[src/rtl/pwm_pkg.sv]
// Shared types for the PWM bank: duty-load FSM states and counter alignment modes.
package pwm_pkg;

  typedef enum logic [1:0] {
    ST_IDLE  = 2'd0,
    ST_LOAD  = 2'd1,
    ST_ARMED = 2'd2
  } state_e;

  typedef enum logic {
    MODE_EDGE   = 1'b0,
    MODE_CENTER = 1'b1
  } mode_e;

endpackage : pwm_pkg

[src/rtl/pwm_timebase.sv]
// Shared PWM timebase: prescaler, edge/center up-down counter, period boundary
// and frame_start generation. Mode and prescale are latched only at boundaries.
module pwm_timebase
  import pwm_pkg::*;
#(
  parameter int DWIDTH = 8,
  parameter int PSW    = 8
) (
  input  logic              clk,
  input  logic              rst_n,
  input  logic              i_enable,
  input  logic              i_mode,
  input  logic [PSW-1:0]    i_prescale,
  output logic [DWIDTH-1:0] o_cnt,
  output mode_e             o_mode,
  output logic              o_run,
  output logic              o_boundary,
  output logic              o_frame_start
);

  // Highest counter value, M-1.
  localparam logic [DWIDTH-1:0] TOP = {{(DWIDTH-1){1'b1}}, 1'b0};

  logic [PSW-1:0]    r_pre;
  logic [PSW-1:0]    r_psc;
  logic [DWIDTH-1:0] r_cnt;
  logic              r_dir;
  logic              r_run;
  logic              r_first;
  logic              r_fs;
  mode_e             r_mode;

  logic w_tick;
  logic w_wrap;
  logic w_boundary;

  assign w_tick     = r_run && (r_pre == r_psc);
  assign w_wrap     = (r_mode == MODE_EDGE) ? (r_cnt == TOP) : (r_dir && (r_cnt == '0));
  assign w_boundary = i_enable && (!r_run || (w_tick && w_wrap));

  // NOTE: sequential state uses non-blocking assignments so every register
  // samples the pre-edge values of its neighbours.
  always_ff @(posedge clk or negedge rst_n) begin
    if (!rst_n) begin
      r_pre   <= '0;
      r_psc   <= '0;
      r_cnt   <= '0;
      r_dir   <= 1'b0;
      r_run   <= 1'b0;
      r_first <= 1'b0;
      r_fs    <= 1'b0;
      r_mode  <= MODE_EDGE;
    end else begin
      r_fs <= i_enable && r_first;
      if (!i_enable) begin
        r_pre   <= '0;
        r_cnt   <= '0;
        r_dir   <= 1'b0;
        r_run   <= 1'b0;
        r_first <= 1'b0;
      end else if (w_boundary) begin
        r_pre   <= '0;
        r_cnt   <= '0;
        r_dir   <= 1'b0;
        r_run   <= 1'b1;
        r_first <= 1'b1;
        r_mode  <= mode_e'(i_mode);
        r_psc   <= i_prescale;
      end else begin
        r_first <= 1'b0;
        if (w_tick) begin
          r_pre <= '0;
          if (r_mode == MODE_EDGE) begin
            r_cnt <= r_cnt + DWIDTH'(1);
          end else if (!r_dir) begin
            // The peak value is held for a second tick as the count turns down.
            if (r_cnt == TOP) r_dir <= 1'b1;
            else              r_cnt <= r_cnt + DWIDTH'(1);
          end else begin
            r_cnt <= r_cnt - DWIDTH'(1);
          end
        end else begin
          r_pre <= r_pre + PSW'(1);
        end
      end
    end
  end

  assign o_cnt         = r_cnt;
  assign o_mode        = r_mode;
  assign o_run         = r_run;
  assign o_boundary    = w_boundary;
  assign o_frame_start = r_fs;

endmodule : pwm_timebase

[src/rtl/pwm_bank.sv]
// Multi-channel PWM bank: serial duty loading into shadow registers, atomic
// commit to active duties at a period boundary, registered compare outputs.
module pwm_bank
  import pwm_pkg::*;
#(
  parameter int CH     = 8,
  parameter int DWIDTH = 8,
  parameter int PSW    = 8
) (
  input  logic              clk,
  input  logic              rst_n,
  input  logic              enable,
  input  logic              mode,
  input  logic [PSW-1:0]    prescale,
  input  logic              start,
  input  logic              in_valid,
  input  logic [DWIDTH-1:0] in_data,
  output logic              in_ready,
  output logic              busy,
  output logic              frame_start,
  output logic [CH-1:0]     out
);

  localparam int             IDXW = (CH > 1) ? $clog2(CH) : 1;
  localparam logic [IDXW-1:0] LAST = IDXW'(CH - 1);

  state_e            r_state;
  state_e            w_next;
  logic [IDXW-1:0]   r_idx;
  logic [DWIDTH-1:0] r_shadow [CH];
  logic [DWIDTH-1:0] r_active [CH];
  logic [CH-1:0]     r_out;

  logic [DWIDTH-1:0] w_cnt;
  mode_e             w_mode;
  logic              w_run;
  logic              w_boundary;
  logic              w_frame_start;
  logic              w_accept;
  logic              w_commit;
  logic [CH-1:0]     w_cmp;

  pwm_timebase #(
    .DWIDTH (DWIDTH),
    .PSW    (PSW)
  ) u_timebase (
    .clk           (clk),
    .rst_n         (rst_n),
    .i_enable      (enable),
    .i_mode        (mode),
    .i_prescale    (prescale),
    .o_cnt         (w_cnt),
    .o_mode        (w_mode),
    .o_run         (w_run),
    .o_boundary    (w_boundary),
    .o_frame_start (w_frame_start)
  );

  assign w_accept = in_valid && in_ready;
  // With the timebase stopped there is no boundary to wait for.
  assign w_commit = (r_state == ST_ARMED) && (w_boundary || !enable);

  // NOTE: every combinational output gets a default before the case so no
  // path leaves it unassigned and infers a latch.
  always_comb begin
    w_next = r_state;
    case (r_state)
      ST_IDLE:  if (start) w_next = ST_LOAD;
      ST_LOAD:  if (w_accept && (r_idx == LAST)) w_next = ST_ARMED;
      ST_ARMED: if (w_commit) w_next = ST_IDLE;
      default:  w_next = ST_IDLE;
    endcase
  end

  always_ff @(posedge clk or negedge rst_n) begin
    if (!rst_n) r_state <= ST_IDLE;
    else        r_state <= w_next;
  end

  // NOTE: shadow and active duties are small register arrays that must come
  // up as zero, so they are reset like any other flop rather than left as RAM.
  always_ff @(posedge clk or negedge rst_n) begin
    if (!rst_n) begin
      r_idx <= '0;
      for (int i = 0; i < CH; i++) begin
        r_shadow[i] <= '0;
        r_active[i] <= '0;
      end
    end else begin
      if ((r_state == ST_IDLE) && start) r_idx <= '0;
      if (w_accept) begin
        r_shadow[r_idx] <= in_data;
        r_idx           <= r_idx + IDXW'(1);
      end
      if (w_commit) begin
        for (int i = 0; i < CH; i++) r_active[i] <= r_shadow[i];
      end
    end
  end

  // Center compare cnt >= M-duty, where M-duty is simply ~duty.
  always_comb begin
    w_cmp = '0;
    for (int i = 0; i < CH; i++) begin
      w_cmp[i] = (w_mode == MODE_CENTER) ? (w_cnt >= ~r_active[i]) : (w_cnt < r_active[i]);
    end
  end

  always_ff @(posedge clk or negedge rst_n) begin
    if (!rst_n)                 r_out <= '0;
    else if (!enable || !w_run) r_out <= '0;
    else                        r_out <= w_cmp;
  end

  assign out         = r_out;
  assign busy        = (r_state != ST_IDLE);
  assign in_ready    = (r_state == ST_LOAD);
  assign frame_start = w_frame_start;

endmodule : pwm_bank

[config.mk]
export PLATFORM = sky130hd
export DESIGN_NAME = pwm_bank
export DESIGN_NICKNAME = d
export VERILOG_FILES = /design/src/rtl/pwm_pkg.sv /design/src/rtl/pwm_timebase.sv /design/src/rtl/pwm_bank.sv
export SDC_FILE = /design/constraint.sdc
export NUM_CORES = 1
export LEC_CHECK = 0
export BUFFER_PORTS_ARGS = -buffer_cell sky130_fd_sc_hd__buf_2
export CAP_MARGIN = 15
export CORE_MARGIN = 1
export CORE_UTILIZATION = 53
export CTS_CLUSTER_DIAMETER = 40
export CTS_CLUSTER_SIZE = 14
export DETAILED_ROUTE_END_ITERATION = 10
export PLACE_DENSITY = 0.74
export SETUP_SLACK_MARGIN = 0.3
export SLEW_MARGIN = 20
export SYNTH_ARGS = -nofsm -noshare
export SYNTH_HDL_FRONTEND = slang
export SYNTH_SLANG_ARGS = --single-unit
[constraint.sdc]
create_clock -name clk -period 4.6 [get_ports clk]
set_input_delay 0.92 -clock clk [delete_from_list [all_inputs] [get_ports clk]]
set_output_delay 0.92 -clock clk [all_outputs]
set_load 0.02 [all_outputs]
# Yosys cells after proc, flatten, opt, wreduce, memory -nomap -nowiden

Cells that the tools add are included.

Add/sub/neg operators: 4
Magnitude comparators: 18
Eq/ne operators: 12
Mux-type cells: 38
Bitwise logic cells: 9
Reductions and logical operators: 23

Operators with widths:

| operator            | number |
|---|---|
| $mux 8              | 11 |
| $bwmux 64           | 1 |
| $ge 8x8->1          | 8 |
| $lt 8x8->1          | 8 |
| $not 8->8           | 8 |
| $demux 8 s3         | 1 |
| $mux 1              | 19 |
| $add 8x1->8 const B | 2 |
| $logic_and 1x1->1   | 10 |
| $eq 8x8->1          | 1 |
| $eq 8x8->1 const B  | 1 |
| $logic_not 8->1     | 1 |
| $sub 8x1->8 const B | 1 |
| $mux 2              | 3 |
| $mux 3              | 2 |
| $ne 3x1->1 const B  | 2 |
| $pmux 2 s3          | 1 |
| $reduce_and 2->1    | 3 |
| $ne 5x4->1 const B  | 1 |
| $ge 4x4->1 const B  | 1 |
| $lt 4x1->1 const B  | 1 |
| $ne 2x1->1 const B  | 2 |
| $ne 2x2->1 const B  | 2 |
| $not 3->4           | 1 |
| 9 further kinds     | 13 |

Flip-flop bits (word level): 170
Output and inout port bits: 11
Word-level logic and storage cells: 131

# Logic depth before layout (Yosys ltp)

Gate-level depths: netlist of run 1.

Depth after elaboration: 10
Mapped depth: 8
Depth with buffers taken out: 7

# By module

From an unflattened synthesis of run 1, not the netlist that was laid out.

Cells, all modules: 903
Area total of the unflattened synthesis: 9690.5 um2

Modules (own cells, without submodules):

| module       | times used | cells each | area each (um2) |
|---|---|---|---|
| pwm_bank     | 1          | 764        | 8177.8 |
| pwm_timebase | 1          | 139        | 1512.7 |

# Worst setup path after synthesis of run 1

OpenSTA, ideal clock, no wires.

Path type: reg-to-reg
From: register u_timebase.r_cnt[3], in the netlist u_timebase.o_cnt[3]
To: register r_active[10] (netlist bit)
Arrival time: 2.894 ns
Required time: 4.473 ns
Slack: 1.578 ns
Cell stages (with the launch flop): 8
Buffers on the path: 2
Cell sequence: dfrtp_1 > buf_2 > or4_1 > or3_1 > a2111o_1 > a21oi_4 > buf_6 > mux2_1

Word-level cells in the longest chain between the ends: 8
Elaborated cells on any way between the ends: 9
Those cells by class: eq/ne: 1; mux: 1; reduce/logical: 7

Ends and longest elaborated chain:

| element                        | RTL line           | RTL |
|---|---|---|
| start: declaration             | pwm_timebase.sv:26 | `logic [DWIDTH-1:0] r_cnt;` |
| start signal: assignment       | pwm_timebase.sv:74 | `r_cnt <= r_cnt + DWIDTH'(1);` |
| start signal: assignment       | pwm_timebase.sv:78 | `else r_cnt <= r_cnt + DWIDTH'(1);` |
| start signal: assignment       | pwm_timebase.sv:80 | `r_cnt <= r_cnt - DWIDTH'(1);` |
| $logic_not 8->1                | pwm_timebase.sv:38 | `assign w_wrap = (r_mode == MODE_EDGE) ? (r_cnt == TOP) : (r_dir && (r_cnt == '0));` |
| $logic_and 1x1->1              | pwm_timebase.sv:38 |  |
| $mux 1 (*)                     | pwm_timebase.sv:38 |  |
| $logic_and 1x1->1 (*)          | pwm_timebase.sv:39 | `assign w_boundary = i_enable && (!r_run \|\| (w_tick && w_wrap));` |
| $logic_or 1x1->1 (*)           | pwm_timebase.sv:39 |  |
| $logic_and 1x1->1 (*)          | pwm_timebase.sv:39 |  |
| $logic_or 1x1->1 (*)           | pwm_bank.sv:61     | `assign w_commit = (r_state == ST_ARMED) && (w_boundary \|\| !enable);` |
| $logic_and 1x1->1 (*)          | pwm_bank.sv:61     |  |
| end signal: indexed assignment | pwm_bank.sv:87     | `r_active[i] <= '0;` |
| end: declaration               | pwm_bank.sv:31     | `logic [DWIDTH-1:0] r_active [CH];` |

Mark *: on every way between the ends. The rest lies on a longest branch, timed or not.
A chain may end at the register's enable or synchronous reset.

# Worst setup path in the final report of run 1

From: register u_timebase.r_cnt[0], in the netlist u_timebase.o_cnt[0]
To: register r_active[49] (netlist bit)

Same word-level chain as after synthesis.

==> results.yml, run 1 <==
floorplan:
  die_h_um: 137
  die_w_um: 137
  core_um2: 18000
  ios: 33
  initial_core_util: 0.540
  die_area_um2: 18800
  rows: 49
sta:
  setup_viol: 0
  grt_setup_unrepaired: "no"
  min_period_ps: 3420
  relSlewSlack: 0.358
  slew_violations: 0
  max_freq_mhz: 293
  worst_slew_pin_slew_ps: 958
  finClkSkew_ps: 8.32
  fin_crit_sh: 0.743
  tns_ps: 0
  hold_viol_final: 0
place:
  portBuffers: 32
  place_hpwl_mm: 13.7
  dpl-instance-area_um2: 10100
  gp_congestion: 0.872
detailed_routing:
  wirelength_mm: 20.1
  wl_per_cell_um: 18.1
  final_antenna_net_count: 0
  drc_errors: 0
  drt-initial-drc-count: 309
  vias_per_cell: 5.65
  drt_pass1_iterations: 4
  vias: 6282
pwr:
  peakVddDrop_mv: 0.333
  power.total_mw: 4.67
  p_per_area_nw_per_um2: 436
  p_leak_nw: 5.30
global_routing:
  grt_pass1_wl_mm: 33.1
  grt_overflow: 0
  grt_usage: 0.236
  grt_pass1_vias: 6270
  antenna_found_initial: 1
  grt_max_degree: 87
synthesis:
  yosysMostFrequentCell: "dfrtp_1"
  yosysWarnings: 0
  avgSynthCellArea_um2: 11.7
  synthFlopType: "dfrtp_1"
  synth_nets: 985
  synth_area_leaders: "dfrtp_1 (44%), ha_1 (17%), mux2_2 (9.1%)"
  synth_top_area_share: 0.439
  synth.largest_area_cell: "dfrtp_1"
  synth_area_um2: 9700
  ys_ff_latch: 170
  async_reset_ff_frac: 1.00
  synth.distinct_cells: 47
  syn_inst: 829
  ys_seq_area_frac: 0.439
  synth_edf_count: 0
  synthTopCellsByCount: "dfrtp_1 (170), ha_1 (134), inv_1 (84), mux2_2 (78), mux2_1 (60)"
clock_tree:
  post-cts-setup-buffers: 0
  clock_latency_ps: 430
  ctsResizeCount: 0
  clk_path_buf_depth: 2
  numClockSinks: 170
  numCtsBuffers: 17
  clkTransAtPathRegs_ps: 70
  htreeDepth: 4
  cts-root-buf: "clkbuf_16"
  cts_tree: "done"
  hold_buffers: 0
cells_and_area:
  utilization: 0.597
  drive_above_1_share: 0.173
  synthToLayoutAreaGrowth_pct: 10.5
  nNetsFinal: 1026
  multiInputGateArea_um2: 5030
  final_cell_area_um2: 10700
  seqCellArea_um2: 4250
  diodes: 0
  fillers: 1466
hold_path:
  holdPathStages: 1
  hold_start: "u_timebase.r_first$_DFF_PN0_"
  hold_path_class: "reg2reg"
flow_run:
  maxCapViolCount: 0
critical_path:
  r2r_start: "u_timebase.o_cnt[0]$_DFFE_PN0P_"
  crit_start: "u_timebase.o_cnt[0]$_DFFE_PN0P_"
  reg2regPathDepth: 8
  crit_path_cell_trace: "inv_1, ha_1, nand4b_1, or3_1, a2111o_1, a21oi_4, buf_4, mux2_1"
  cp_max_fo: 43
  worst-setup-path-type: "reg2reg"
  critPathArrivalTime_ps: 3720
  cp.required_ps: 4900
  slowest_delay_ps: 520
  startpoint_type: "flop"
  critPathCaptureType: "flop"
  slowest_stage: "inv_1"
run_status:
  status: "finished, final reports clean"
[registers in the layout, summed over array words and instances, names as in the netlist, 2 cells and up]
register and flops:
out 8, r_active 64, r_idx 3, r_shadow 64
r_state 2, u_timebase.o_cnt 8, u_timebase.r_pre 8, u_timebase.r_psc 8
[stage by stage]
step	std cells	setup WS (ps)	hold slack, ps
global route	1112	991	492
floorplan	829	1580	434
CTS	1112	1220	479
global placement	1080	1310	446
finish	1112	1180	473
detailed placement	1080	1220	462
[where the power goes]
group,internal (mW),total (mW),switching [mW]
Clock,0.830,1.46,0.634
Sequential,1.91,2.18,0.277
Combinational,0.554,1.02,0.467
[routing by layer]
layer | wire, um | GRT usage
met2 | 9210 | 0.366
met5 | 0 | 0
met4 | 260 | 0.0653
met1 | 9980 | 0.341
met3 | 668 | 0.0379
[worst max-delay path: cells and delay by family, from the launching register on]
kind / cells / cell delay (ps)
simple gates: 2 / 540
flops: 1 / 440
buf+inv: 2 / 1020
compound gates: 2 / 590
mux: 1 / 400
fa+ha+maj: 1 / 280
[final timing paths]
kind                                                 endpoint  slack (ps)
max reg2reg                          r_active[49]$_DFFE_PN0P_        1180
min in group asynchronous     u_timebase.r_psc[7]$_DFFE_PN0P_         530
min                        u_timebase.o_frame_start$_DFF_PN0_         470
max in group asynchronous            r_shadow[51]$_DFFE_PN0P_        3120
min reg2reg                u_timebase.o_frame_start$_DFF_PN0_         470
max                                  r_active[49]$_DFFE_PN0P_        1180
[cell type report]
type | instances | area share
timing repair buffer | 40 | 0.0223
multi-input combinational | 557 | 0.469
clock inverter | 13 | 0.0145
inverter | 84 | 0.0294
sequential | 170 | 0.397
tap | 229 | 0.0267
clock buffer | 19 | 0.0413
[cells by family after synthesis]
family,count (synthesis),synth area share
muxes,140,0.162
DFF,170,0.439
and+or+nand+nor,134,0.0748
AOI/OAI and AO/OA,134,0.0936
buffers and inverters,102,0.0444
xor gates and xnor gates,15,0.0135
adders and majority gates,134,0.173
[layout by cell type (no fill, tap or decap), types with 8 or more instances in the layout]
master,n
a211o_1,8
a211oi_1,9
a21oi_1,29
a311oi_1,9
and3_1,9
buf_2,31
clkbuf_16,17
dfrtp_1,170
ha_1,134
inv_1,84
mux2_1,60
mux2_2,78
nand2_1,23
nand2b_1,17
nand3_1,10
nor2_1,22
nor2b_1,18
nor4_1,10
o211ai_1,9
o21a_1,16
o21ai_0,21
o21bai_1,8
o22ai_1,13
xnor2_1,10
No activity file was read; power rests on OpenSTA's default activity.
==> run 2, diff against run 1 <==
Clock period 4.6 ns to 3.5 ns, I/O delays scaled along.
==> results.yml, run 2 (synthesis results as in run 1) <==
global_routing:
  grt_usage: 0.230
  antenna_found_initial: 0
  grt_max_degree: 80
  grt_pass1_wl_mm: 32.4
  grt_pass1_vias: 6359
  grt_overflow: 0
flow_run:
  maxCapViolCount: 0
pwr:
  peakVddDrop_mv: 0.450
  power.total_mw: 6.06
  p_leak_nw: 5.33
  p_per_area_nw_per_um2: 562
cells_and_area:
  drive_above_1_share: 0.180
  layout_commonest_cell: "dfrtp_1"
  final_cell_mix: "dfrtp_1 (170), ha_1 (134), inv_1 (84), mux2_2 (78), mux2_1 (60)"
  nNetsFinal: 1035
  reg_top3: "r_active: 64 flops, r_shadow: 64 flops"
  fillers: 1476
  synthToLayoutAreaGrowth_pct: 11.2
  diodes: 0
  final_cell_area_um2: 10800
  layoutNonFillerInstCount: 1121
place:
  gp_congestion: 0.832
  placedCellCount: 1089
  dpl-instance-area_um2: 10200
  portBuffers: 32
  place_hpwl_mm: 12.8
critical_path:
  slowest_stage: "dfrtp_1"
  slowest_delay_ps: 440
  r2r_slack_ps: 490
  reg2regPathDepth: 8
  worst-setup-path-type: "reg2reg"
  critPathCaptureType: "flop"
  crit_family: "buffers and inverters"
  startpoint_type: "flop"
  cp.required_ps: 3820
  crit_path_cell_trace: "inv_1, ha_1, nand4b_1, or3_1, a2111o_1, a21oi_4, buf_12, mux2_2"
  cp_max_fo: 64
  path_buf_inv: 2
  critPathArrivalTime_ps: 3330
  r2r_start: "u_timebase.o_cnt[0]$_DFFE_PN0P_"
  rr_endpoint: "r_active[3]$_DFFE_PN0P_"
  crit_cells: 8
floorplan:
  rows: 49
  die_w_um: 137
  initial_core_util: 0.540
  ios: 33
  core_um2: 18000
  die_h_um: 137
  die_area_um2: 18800
clock_tree:
  numCtsBuffers: 17
  ctsResizeCount: 0
  cts-root-buf: "clkbuf_16"
  clkTransAtPathRegs_ps: 60
  numClockSinks: 170
  cts_tree: "done"
  htreeDepth: 4
  hold_buffers: 0
  clock_latency_ps: 430
  post-cts-setup-buffers: 0
  clk_path_buf_depth: 2
detailed_routing:
  drt-initial-drc-count: 374
  drc_errors: 0
  vias: 6326
  vias_per_cell: 5.64
  final_antenna_net_count: 0
  drt_pass1_iterations: 5
  wl_per_cell_um: 17.7
  wirelength_mm: 19.8
sta:
  relSlewSlack: 0.464
  min_period_ps: 3010
  setup_viol: 0
  max_freq_mhz: 332
  grt_setup_unrepaired: "no"
  hold_viol_final: 0
  worst_slew_pin_slew_ps: 802
  tns_ps: 0
  hold_ws_ps: 318
  fin_crit_sh: 0.861
  slew_violations: 0
  finClkSkew_ps: 6.55
run_status:
  status: "finished, final reports clean"
hold_path:
  hold_path_class: "in2async"
## run 2: changes by cell type in the layout (fill, tap and decap cells not counted), sizes merged
cell | before | now
clkinvlp | 2 | 7
buf | 40 | 49
inv | 90 | 85
## run 2: cell type report
cell class                      instances  area, um2  area share
Clock buffer                           19        453      0.0420
Timing Repair Buffer                   49        319      0.0296
Tap cell                              229        287      0.0266
Sequential cell                       170       4250       0.394
Inverter                               84        315      0.0292
Multi-Input combinational cell        557       5020       0.465
Clock inverter                         13        144      0.0133
## run 2: worst max path at each step
| stage | slack (ps) | to | from |
|---|---|---|---|
| after floorplan | 480 | r_active[10]$_DFFE_PN0P_ | u_timebase.o_cnt[3]$_DFFE_PN0P_ |
| after global placement | 580 | r_active[3]$_DFFE_PN0P_ | u_timebase.o_cnt[0]$_DFFE_PN0P_ |
| after detailed placement | 510 | r_active[3]$_DFFE_PN0P_ | u_timebase.o_cnt[0]$_DFFE_PN0P_ |
| after CTS | 500 | r_active[3]$_DFFE_PN0P_ | u_timebase.o_cnt[0]$_DFFE_PN0P_ |
| after global routing | 340 | r_active[61]$_DFFE_PN0P_ | u_timebase.o_cnt[0]$_DFFE_PN0P_ |
| final | 490 | r_active[3]$_DFFE_PN0P_ | u_timebase.o_cnt[0]$_DFFE_PN0P_ |
## run 2: power by group
| part | switching, mW | internal, mW | total, mW |
|---|---|---|---|
| registers | 0.328 | 2.51 | 2.84 |
| clock network | 0.805 | 1.09 | 1.90 |
| logic | 0.594 | 0.733 | 1.33 |
## run 2: worst reg2reg max path, cell delays in order (launching register included)
cell	delay [ps]
dfrtp_1	440
inv_1	310
ha_1	230
nand4b_1	180
or3_1	370
a2111o_1	440
a21oi_4	170
buf_12	360
mux2_2	410
## run 2: per-layer routing
layer  wire [um]  track usage  vias to the layer above
met3         702       0.0500                       28
met1        8980        0.295                     3163
met2        9710        0.385                      112
met4         415       0.0769                        0
met5           0            0                        -
li1            -            -                     3023
## run 2: through the flow
step                       util  setup WS [ps]
after detailed placement  0.567            515
after global placement    0.567            582
after global routing      0.601            340
after CTS                 0.601            495
final                     0.601            486
after floorplan               -            478
